--- config.mk ---
export PLATFORM = sky130hd
export DESIGN_NAME = axi4_stream_slave_wrapper
export DESIGN_NICKNAME = d
export VERILOG_FILES = /design/src/rtl/axi4_stream_slave_wrapper.sv
export SDC_FILE = /design/constraint.sdc
export NUM_CORES = 1
export LEC_CHECK = 0
export BUFFER_PORTS_ARGS = -buffer_cell sky130_fd_sc_hd__buf_2
export CORE_ASPECT_RATIO = 0.6
export CORE_MARGIN = 5
export CORE_UTILIZATION = 40
export DETAILED_ROUTE_END_ITERATION = 7
export GPL_TIMING_DRIVEN = 0
export MAX_ROUTING_LAYER = met4
export PLACE_DENSITY = 0.56
export SYNTH_ARGS = -nofsm -noshare
export SYNTH_HDL_FRONTEND = slang
export SYNTH_SLANG_ARGS = --single-unit
--- constraint.sdc ---
create_clock -name clk -period 8.47 [get_ports clk]
set_input_delay 0.4235 -clock clk [delete_from_list [all_inputs] [get_ports clk]]
set_output_delay 0.4235 -clock clk [all_outputs]
set_load 0.01 [all_outputs]
--- src/rtl/axi4_stream_slave_wrapper.sv ---
// axi4_stream_slave_wrapper: AXI4-Stream responder. It receives a and b (LSB
// byte first, a first), multiplies them with an iterative shift-add unit and
// returns the 2*SZ-bit product LSB beat first, with tlast on the final beat.
// Optional build macro: LEN_CHECK_EN. It checks tlast_in against the beat
// position and counts malformed frames in err_count.
module axi4_stream_slave_wrapper #(
    parameter int unsigned SZ  = 32,
    parameter int unsigned DSZ = 8
) (
    input  logic           clk,
    input  logic           _rst,
    input  logic [DSZ-1:0] tdata_in,
    input  logic           tvalid_in,
    output logic           tready_in,
    input  logic           tlast_in,
    output logic [DSZ-1:0] tdata_out,
    output logic           tvalid_out,
    input  logic           tready_out,
    output logic           tlast_out,
    output logic           busy,
    output logic [15:0]    frame_count,
    output logic [7:0]     err_count
);
    localparam int unsigned N  = SZ / DSZ;
    localparam int unsigned F  = 2 * N;
    localparam int unsigned IW = (F > 1) ? $clog2(F) : 1;
    localparam int unsigned CW = $clog2(SZ + 1);
    localparam logic [IW-1:0] LAST_IDX = IW'(F - 1);
    localparam logic [CW-1:0] MUL_END  = CW'(SZ);

    typedef enum logic [1:0] {RECV, MUL, SEND} state_t;

    state_t            state_q, state_d;
    logic [IW-1:0]     beat_idx_q, beat_idx_d;
    logic [IW-1:0]     out_idx_q, out_idx_d;
    logic [IW-1:0]     out_idx_nxt;
    logic [CW-1:0]     cyc_q, cyc_d;
    logic [2*SZ-1:0]   ops_q, ops_d;
    logic [2*SZ-1:0]   acc_q, acc_d;
    logic [2*SZ-1:0]   mcand_q, mcand_d;
    logic [SZ-1:0]     mplier_q, mplier_d;
    logic [DSZ-1:0]    tdata_out_q, tdata_out_d;
    logic              tvalid_out_q, tvalid_out_d;
    logic              tlast_out_q, tlast_out_d;
    logic [15:0]       frame_count_q, frame_count_d;
    logic              in_hs, out_hs, len_err;

    assign tready_in   = (state_q == RECV);
    assign busy        = (state_q != RECV);
    assign tdata_out   = tdata_out_q;
    assign tvalid_out  = tvalid_out_q;
    assign tlast_out   = tlast_out_q;
    assign frame_count = frame_count_q;
    assign in_hs       = tvalid_in & tready_in;
    assign out_hs      = tvalid_out_q & tready_out;
    assign out_idx_nxt = out_idx_q + 1'b1;

`ifdef LEN_CHECK_EN
    logic [7:0] err_count_q, err_count_d;
    assign err_count = err_count_q;
    assign len_err   = (beat_idx_q == LAST_IDX) ? ~tlast_in : tlast_in;
`else
    logic unused_tlast;
    assign unused_tlast = tlast_in;
    assign err_count    = '0;
    assign len_err      = 1'b0;
`endif

    // Next-state, datapath and output-register computation for RECV/MUL/SEND.
    always_comb begin
        state_d       = state_q;
        beat_idx_d    = beat_idx_q;
        out_idx_d     = out_idx_q;
        cyc_d         = cyc_q;
        ops_d         = ops_q;
        acc_d         = acc_q;
        mcand_d       = mcand_q;
        mplier_d      = mplier_q;
        tdata_out_d   = tdata_out_q;
        tvalid_out_d  = tvalid_out_q;
        tlast_out_d   = tlast_out_q;
        frame_count_d = frame_count_q;
`ifdef LEN_CHECK_EN
        err_count_d   = err_count_q;
`endif
        case (state_q)
            RECV: begin
                if (in_hs) begin
                    if (len_err) begin
                        beat_idx_d = '0;
`ifdef LEN_CHECK_EN
                        if (err_count_q != 8'hFF) err_count_d = err_count_q + 8'd1;
`endif
                    end else begin
                        ops_d[beat_idx_q*DSZ +: DSZ] = tdata_in;
                        if (beat_idx_q == LAST_IDX) begin
                            beat_idx_d = '0;
                            state_d    = MUL;
                            cyc_d      = '0;
                            acc_d      = '0;
                            mcand_d    = {{SZ{1'b0}}, ops_d[SZ-1:0]};
                            mplier_d   = ops_d[2*SZ-1:SZ];
                        end else begin
                            beat_idx_d = beat_idx_q + 1'b1;
                        end
                    end
                end
            end
            MUL: begin
                // SZ shift-add steps, then one more cycle to present beat 0,
                // so tvalid_out rises SZ+1 edges after the last input beat.
                if (cyc_q == MUL_END) begin
                    tdata_out_d  = acc_q[DSZ-1:0];
                    tvalid_out_d = 1'b1;
                    tlast_out_d  = 1'b0;
                    out_idx_d    = '0;
                    state_d      = SEND;
                end else begin
                    if (mplier_q[0]) acc_d = acc_q + mcand_q;
                    mcand_d  = mcand_q << 1;
                    mplier_d = mplier_q >> 1;
                    cyc_d    = cyc_q + 1'b1;
                end
            end
            SEND: begin
                // The accumulator is shifted down one beat per handshake so the
                // next beat is always its low slice.
                if (out_hs) begin
                    if (out_idx_q == LAST_IDX) begin
                        tvalid_out_d  = 1'b0;
                        tlast_out_d   = 1'b0;
                        frame_count_d = frame_count_q + 16'd1;
                        state_d       = RECV;
                    end else begin
                        out_idx_d   = out_idx_nxt;
                        acc_d       = acc_q >> DSZ;
                        tdata_out_d = acc_q[2*DSZ-1:DSZ];
                        tlast_out_d = (out_idx_nxt == LAST_IDX);
                    end
                end
            end
            default: state_d = RECV;
        endcase
    end

    // State and datapath registers with asynchronous active-low reset.
    always_ff @(posedge clk or negedge _rst) begin
        if (!_rst) begin
            state_q       <= RECV;
            beat_idx_q    <= '0;
            out_idx_q     <= '0;
            cyc_q         <= '0;
            ops_q         <= '0;
            acc_q         <= '0;
            mcand_q       <= '0;
            mplier_q      <= '0;
            tdata_out_q   <= '0;
            tvalid_out_q  <= 1'b0;
            tlast_out_q   <= 1'b0;
            frame_count_q <= '0;
`ifdef LEN_CHECK_EN
            err_count_q   <= '0;
`endif
        end else begin
            state_q       <= state_d;
            beat_idx_q    <= beat_idx_d;
            out_idx_q     <= out_idx_d;
            cyc_q         <= cyc_d;
            ops_q         <= ops_d;
            acc_q         <= acc_d;
            mcand_q       <= mcand_d;
            mplier_q      <= mplier_d;
            tdata_out_q   <= tdata_out_d;
            tvalid_out_q  <= tvalid_out_d;
            tlast_out_q   <= tlast_out_d;
            frame_count_q <= frame_count_d;
`ifdef LEN_CHECK_EN
            err_count_q   <= err_count_d;
`endif
        end
    end

endmodule
==> results of run 1 <==
through the flow:
step	instances	instance area, µm²	worst slack (ps)
floorplan	1772	15800	5513
global placement	2333	16650	1865
detailed placement	2335	16710	4425
CTS	2383	17600	4404
global route	2383	17600	3927
finish	2383	17600	4111
worst paths after layout:
| path | startpoint | to | cells after the start |
|---|---|---|---|
| setup / recovery | out_idx_q[0] | acc_q[56] | 12 |
| hold / removal | tready_out | tvalid_out | 4 |
| setup reg to reg | out_idx_q[0] | acc_q[56] | 12 |
| hold reg to reg | tlast_out | tlast_out | 2 |
| max in group asynchronous | _rst | mcand_q[57] | 4 |
| min in group asynchronous | _rst | ops_q[6] | 2 |
cells in the mapped netlist, drive strengths merged, types with 3 or more instances:
| master | instances | area share [%] |
|---|---|---|
| mux2i | 57 | 3.6 |
| o21bai | 11 | 0.59 |
| nand3 | 26 | 0.82 |
| a211oi | 8 | 0.41 |
| o2111ai | 3 | 0.21 |
| o211ai | 7 | 0.40 |
| nor2 | 147 | 3.5 |
| o31ai | 7 | 0.33 |
| nand2b | 8 | 0.32 |
| inv | 28 | 0.67 |
| a22o | 38 | 2.1 |
| and3 | 8 | 0.35 |
| a41oi | 5 | 0.28 |
| nor3 | 22 | 0.73 |
| ha | 76 | 6.0 |
| nor2b | 6 | 0.24 |
| clkbuf | 106 | 2.5 |
| a21o | 35 | 1.7 |
| a31oi | 10 | 0.53 |
| a21boi | 6 | 0.31 |
| o21ai | 215 | 6.9 |
| nand4 | 26 | 1.0 |
| or3 | 4 | 0.16 |
| or2 | 4 | 0.16 |
| xnor2 | 47 | 2.6 |
| nand2 | 234 | 5.6 |
| o21a | 9 | 0.44 |
| buf | 18 | 0.66 |
| dfrtp | 264 | 42 |
| nor4 | 3 | 0.16 |
| a221oi | 11 | 0.76 |
| a22oi | 46 | 2.2 |
| and2 | 14 | 0.56 |
| xor2 | 29 | 1.6 |
| a21oi | 160 | 5.1 |
| mux2 | 39 | 2.8 |
sequential cells by signal (all words and copies together), names as in the netlist:
register	cells
tdata_out	8
tvalid_out	1
acc_q	64
tlast_out	1
ops_q	64
out_idx_q	3
frame_count	16
mplier_q	32
state_q	2
cyc_q	6
beat_idx_q	3
mcand_q	64
what timing repair did:
action	CTS	global route
setup endpoints to repair	0	0
hold buffers	1	0
endpoints found under the hold margin	61	0
cell type report:
class                      count  area (µm²)  share of cell area, %
inverter                      29       108.9                 0.6186
clock inverter                 6       41.29                 0.2347
multi-input combinational   1355        8584                  48.79
tap                          522       653.1                  3.712
buffer                       124       501.7                  2.851
timing repair buffer          42       270.3                  1.536
sequential                   264        6606                  37.55
clock buffer                  41       829.5                  4.715
report_power, final:
| part | switching [mW] | leakage [nW] | internal, mW |
|---|---|---|---|
| Clock | 0.534 | 0.435 | 0.672 |
| Combinational | 1.85 | 3.78 | 0.832 |
| Sequential | 0.298 | 3.54 | 1.63 |
| Total | 2.68 | 7.75 | 3.13 |
layer usage:
layer,global-route usage (%),vias to the layer above
met5,-,-
met4,3.367,0
met3,6.633,43
met2,27.82,479
li1,-,6465
met1,39.11,6699
worst max-delay path: stages, from the launching register on:
cell                       delay (ps)
sky130_fd_sc_hd__dfrtp_1          420
sky130_fd_sc_hd__ha_1             220
sky130_fd_sc_hd__ha_1             170
sky130_fd_sc_hd__clkbuf_1         200
sky130_fd_sc_hd__o21ai_0          860
sky130_fd_sc_hd__o31ai_1          230
sky130_fd_sc_hd__a211oi_1         520
sky130_fd_sc_hd__nand2_1          290
sky130_fd_sc_hd__clkbuf_1         350
sky130_fd_sc_hd__nor2_1           580
sky130_fd_sc_hd__and3_1           260
sky130_fd_sc_hd__a211oi_1          50
sky130_fd_sc_hd__nand3_1          140
logic make-up (layout without fill, tap and decap cells):
group                    Yosys count  after routing  synth area share (%)
XOR/XNOR                          76             76                 4.219
other                              1              8               0.02377
AND/OR/NAND/NOR                  514            514                 14.24
adder cells (fa/ha/maj)           77             77                 6.155
AO/OA/AOI/OAI                    584            584                 23.22
flip-flops                       264            264                 41.88
buffers and inverters            153            242                 3.871
multiplexers                      96             96                 6.401
==> metrics.log, run 1 <==
INFO  metric first_pass_grt_wire_length = 78,600 µm
INFO  metric total_leakage_power = 7.750 nW
INFO  metric htree_num_levels = 1
INFO  metric io_pins = 49
INFO  metric routedWlPerCell = 21.10 µm
INFO  metric initial_standard_cell_utilization_of_the_core = 40.42%
INFO  metric place_hpwl = 38,640 µm
INFO  metric worst_skew_pair.late_latency = 580 ps
INFO  metric n_antenna_cell = 0
INFO  metric grt_usage = 23.59%
INFO  metric areal_power_density_over_the_cells = 330.5 mW/mm²
INFO  metric drt-initial-drc-count = 1,239
INFO  metric antenna_found_initial = 0
INFO  metric total_global_routing_overflow = 0
INFO  metric die_width = 266.4 µm
INFO  metric whs = 203.6 ps
INFO  metric total_power = 5.815 mW
INFO  metric finalWirelength = 50,290 µm
INFO  metric worstMarginPinSlew = 1296 ps
INFO  metric unrepaired_setup_endpoints_after_global_routing = false
INFO  metric final_net_count = 1,934
INFO  metric cp.arrival = 4850 ps
INFO  metric detail_route.wirelength.met1 = 26,730 µm
INFO  metric synth-async-reset-ratio = 100.0%
INFO  metric ir_drop = 0.1688 mV
INFO  metric detail_route.drc_violations = 0
INFO  metric ys.flop_type = sky130_fd_sc_hd__dfrtp_1
INFO  metric clock_path_buffers = 3
INFO  metric number_of_distinct_library_cells_after_synthesis = 78
INFO  metric outcome = complete, no violations
INFO  metric tritoncts = yes
INFO  metric setup_viol_count_final = 0
INFO  metric crit_path_start_kind = register
INFO  metric register_bit_total_from_synthesis = 264
INFO  metric worst_clock_skew = 24.12 ps
INFO  metric timing.final.crit_share = 51.47%
INFO  metric pin_count_of_the_biggest_net_entering_global_routing = 117
INFO  metric path_clk_slew = 60 ps
INFO  metric cts_repair_resize_count = 0
INFO  metric clock-sinks = 264
INFO  metric timing.slew.headroom = 13.44%
INFO  metric top_layer_used = met4
INFO  metric buffer_cell_driving_the_clock_tree_root = sky130_fd_sc_hd__clkbuf_16
INFO  metric synthCells = 1,765
INFO  metric avgSynthCellArea = 8.938 µm²
INFO  metric wl_met3 = 5267 µm
INFO  metric post_cts_buffers = 0
INFO  metric detail_route.vias_per_cell = 5.743
INFO  metric setup.worst_path.end_class = register
INFO  metric layout_commonest_cell = sky130_fd_sc_hd__dfrtp_1
INFO  metric die_h = 163.8 µm
INFO  metric globalplace.congestion = 0.9386
INFO  metric floorplan.core_area = 0.03903 mm²
INFO  metric num-fill-cells = 3,837
INFO  metric setup_total_negative_slack = 0 ps
INFO  metric synth_seq_area_share = 41.88%
INFO  metric worst-endpoint-required = 8960 ps
INFO  metric detail_route.first_pass.iterations = 5
INFO  metric synth_edf_count = 0
INFO  metric final_max_slew_viol_count = 0
INFO  metric layout.cells.most_common_list = 264 x sky130_fd_sc_hd__dfrtp_1, 234 x sky130_fd_sc_hd__nand2_1, 197 x sky130_fd_sc_hd__o21ai_0
INFO  metric first_global_vias = 12,940
INFO  metric clock.fmax = 0.2294 GHz
INFO  metric num_rows = 56
INFO  metric kind_of_critical_path = register to register
INFO  metric cts_buffers = 28
INFO  metric placement.io_buffers = 39
INFO  metric max_cap_violations = 0
INFO  metric drive_gt1_share = 8.812%
INFO  metric reg2reg_slack = 4110 ps
INFO  metric area_growth_syn_to_layout = 11.54%
INFO  metric fin_hold_viols = 0
INFO  metric synth.yosys.warnings = 0
INFO  metric hold_path.class = input port to register
INFO  metric ant_nets = 0
INFO  metric synth_area = 0.01578 mm²
INFO  metric cp_max_fo = 10
INFO  metric die_area = 0.04364 mm²
INFO  metric detailroute.via_count = 13,690
INFO  metric fin_util = 45.09%
INFO  metric met2_length = 17,540 µm
INFO  metric min_period = 4359 ps
Note: power is estimated with default switching activity, not from simulation.
==> run 2: changes to the inputs <==
==> constraint.sdc (replaced) <==
create_clock -name clk -period 4.4 [get_ports clk]
set_input_delay 0.22 -clock clk [delete_from_list [all_inputs] [get_ports clk]]
set_output_delay 0.22 -clock clk [all_outputs]
set_load 0.01 [all_outputs]
==> metrics.log, run 2 (synthesis gave the netlist of run 1 again) <==
INFO  metric floorplan.core_area = 0.03903 mm²
INFO  metric final_net_count = 1,935
INFO  metric clock_path_buffers = 3
INFO  metric areal_power_density_over_the_cells = 635.9 mW/mm²
INFO  metric die_area = 0.04364 mm²
INFO  metric worst-endpoint-required = 4870 ps
INFO  metric critPathBufInv = 4
INFO  metric crit_path_start_kind = register
INFO  metric biggestRegsByFlops = acc_q (64), mcand_q (64), ops_q (64)
INFO  metric routedWlPerCell = 21.14 µm
INFO  metric total_leakage_power = 7.755 nW
INFO  metric layout.cells.most_common_list = 264 x sky130_fd_sc_hd__dfrtp_1, 234 x sky130_fd_sc_hd__nand2_1, 196 x sky130_fd_sc_hd__o21ai_0
INFO  metric cts_buffers = 28
INFO  metric whs = 157.2 ps
INFO  metric pin_count_of_the_biggest_net_entering_global_routing = 117
INFO  metric finalWorstSetupSlack = 357.9 ps
INFO  metric path_clk_slew = 60 ps
INFO  metric ant_nets = 0
INFO  metric min_period = 4042 ps
INFO  metric tritoncts = yes
INFO  metric cp.arrival = 4510 ps
INFO  metric drive_gt1_share = 8.808%
INFO  metric worst_clock_skew = 24.90 ps
INFO  metric layout_commonest_cell = sky130_fd_sc_hd__dfrtp_1
INFO  metric detail_route.drc_violations = 0
INFO  metric clock.fmax = 0.2474 GHz
INFO  metric critical_path.slowest_cell = sky130_fd_sc_hd__clkbuf_1
INFO  metric post_cts_buffers = 0
INFO  metric detail_route.vias_per_cell = 5.739
INFO  metric timing.final.crit_share = 91.87%
INFO  metric worst_skew_pair.late_latency = 580 ps
INFO  metric setup_viol_count_final = 0
INFO  metric ir_drop = 0.3263 mV
INFO  metric setup.worst_path.end_class = register
INFO  metric stdcell_count = 2,384
INFO  metric clock-sinks = 264
INFO  metric fin_hold_viols = 0
INFO  metric area_growth_syn_to_layout = 11.60%
INFO  metric first_pass_grt_wire_length = 78,630 µm
INFO  metric drt-initial-drc-count = 1,185
INFO  metric die_width = 266.4 µm
INFO  metric final_max_slew_viol_count = 0
INFO  metric placement.io_buffers = 39
INFO  metric hold_path.class = input port to async pin
INFO  metric total_global_routing_overflow = 0
INFO  metric outcome = complete, no violations
INFO  metric place_hpwl = 38,640 µm
INFO  metric globalplace.congestion = 0.9386
INFO  metric grt_usage = 23.60%
INFO  metric initial_standard_cell_utilization_of_the_core = 40.42%
INFO  metric antenna_found_initial = 0
INFO  metric fin_util = 45.11%
INFO  metric timing.slew.headroom = 13.42%
INFO  metric buffer_cell_driving_the_clock_tree_root = sky130_fd_sc_hd__clkbuf_16
INFO  metric cp_max_fo = 10
INFO  metric timing.critical_path.slowest_cell_delay = 830 ps
INFO  metric worstPathCellList = inv_1, ha_1, inv_1, a21oi_1, a21oi_1, o21ai_1, clkbuf_1, clkbuf_1, nand2_1, o21ai_0
INFO  metric placement.setup.worst_slack = 355.1 ps
INFO  metric first_global_vias = 12,950
INFO  metric unrepaired_setup_endpoints_after_global_routing = false
INFO  metric largest_delay_share_family_worst_path = buffers and inverters
INFO  metric dp.cells = 2,335
INFO  metric kind_of_critical_path = register to register
INFO  metric detailroute.via_count = 13,680
INFO  metric worstMarginPinSlew = 1296 ps
INFO  metric num_rows = 56
INFO  metric die_h = 163.8 µm
INFO  metric htree_num_levels = 1
INFO  metric finalWirelength = 50,390 µm
INFO  metric max_cap_violations = 0
INFO  metric total_power = 11.20 mW
INFO  metric n_antenna_cell = 0
INFO  metric detail_route.first_pass.iterations = 5
INFO  metric io_pins = 49
-- run 2: changes by cell type in the layout (fill, tap and decap cells not counted) --
cell / delta
sky130_fd_sc_hd__o21ai_1: +1
sky130_fd_sc_hd__dlygate4sd3_1: +1
sky130_fd_sc_hd__o21ai_0: -1
-- run 2: layer usage --
layer / vias up / share of wire (%) / wire, µm / track usage [%]
met3: 45 / 10 / 5070 / 6.633
li1: 6459 / - / - / -
met4: 0 / 1.5 / 755 / 3.367
met2: 457 / 35 / 17630 / 27.84
met1: 6720 / 53 / 26930 / 39.11
met5: - / 0 / 0 / -
-- run 2: layout make-up --
| cell class | count | area (µm²) |
|---|---|---|
| fill | 3836 | 21420 |
| multi-input combinational | 1355 | 8584 |
| sequential | 264 | 6606 |
| clock buffer | 41 | 829.5 |
| tap | 522 | 653.1 |
| buffer | 124 | 501.7 |
| timing repair buffer | 43 | 280.3 |
| inverter | 29 | 108.9 |
| clock inverter | 6 | 41.29 |
-- run 2: timing repair --
action / 4_1_cts / 5_1_grt
hold buffers: 2 / 0
endpoints found under the hold margin: 62 / 0
resized for setup: 0 / 1
endpoints found under the setup margin: 0 / 4
-- run 2: worst register-to-register path: stages (launching register included) --
cell and delay (ps):
sky130_fd_sc_hd__dfrtp_1 400, sky130_fd_sc_hd__inv_1 90, sky130_fd_sc_hd__ha_1 360, sky130_fd_sc_hd__inv_1 230, sky130_fd_sc_hd__a21oi_1 480, sky130_fd_sc_hd__a21oi_1 120, sky130_fd_sc_hd__o21ai_1 550, sky130_fd_sc_hd__clkbuf_1 840
sky130_fd_sc_hd__clkbuf_1 620, sky130_fd_sc_hd__nand2_1 140, sky130_fd_sc_hd__o21ai_0 110
-- run 2: power by group --
group	internal (mW)	total (mW)	leakage [nW]	switching [mW]
sequential	3.13	3.71	3.54	0.576
combinational	1.60	5.16	3.78	3.56
clock	1.29	2.32	0.435	1.03
-- run 2: path summary, 6_finish.rpt --
path                       cells after the start  slack [ps]           end   startpoint
max                                           10         360  mplier_q[28]   state_q[0]
min reg2reg                                    2         480     tlast_out    tlast_out
max in group asynchronous                      4        2830   mcand_q[57]         _rst
min in group clk                               3         170    mcand_q[0]  tdata_in[0]
min                                            2         160      ops_q[6]         _rst
max reg2reg                                   10         360  mplier_q[28]   state_q[0]
-- run 2: stage by stage --
| stage | setup TNS [ps] | cell area, µm² |
|---|---|---|
| final | 0 | 17610 |
| after global routing | 0 | 17610 |
| after CTS | 0 | 17610 |
| after detailed placement | 0 | 16710 |
| after global placement | -518070 | 16650 |
| after floorplan | 0 | 15800 |
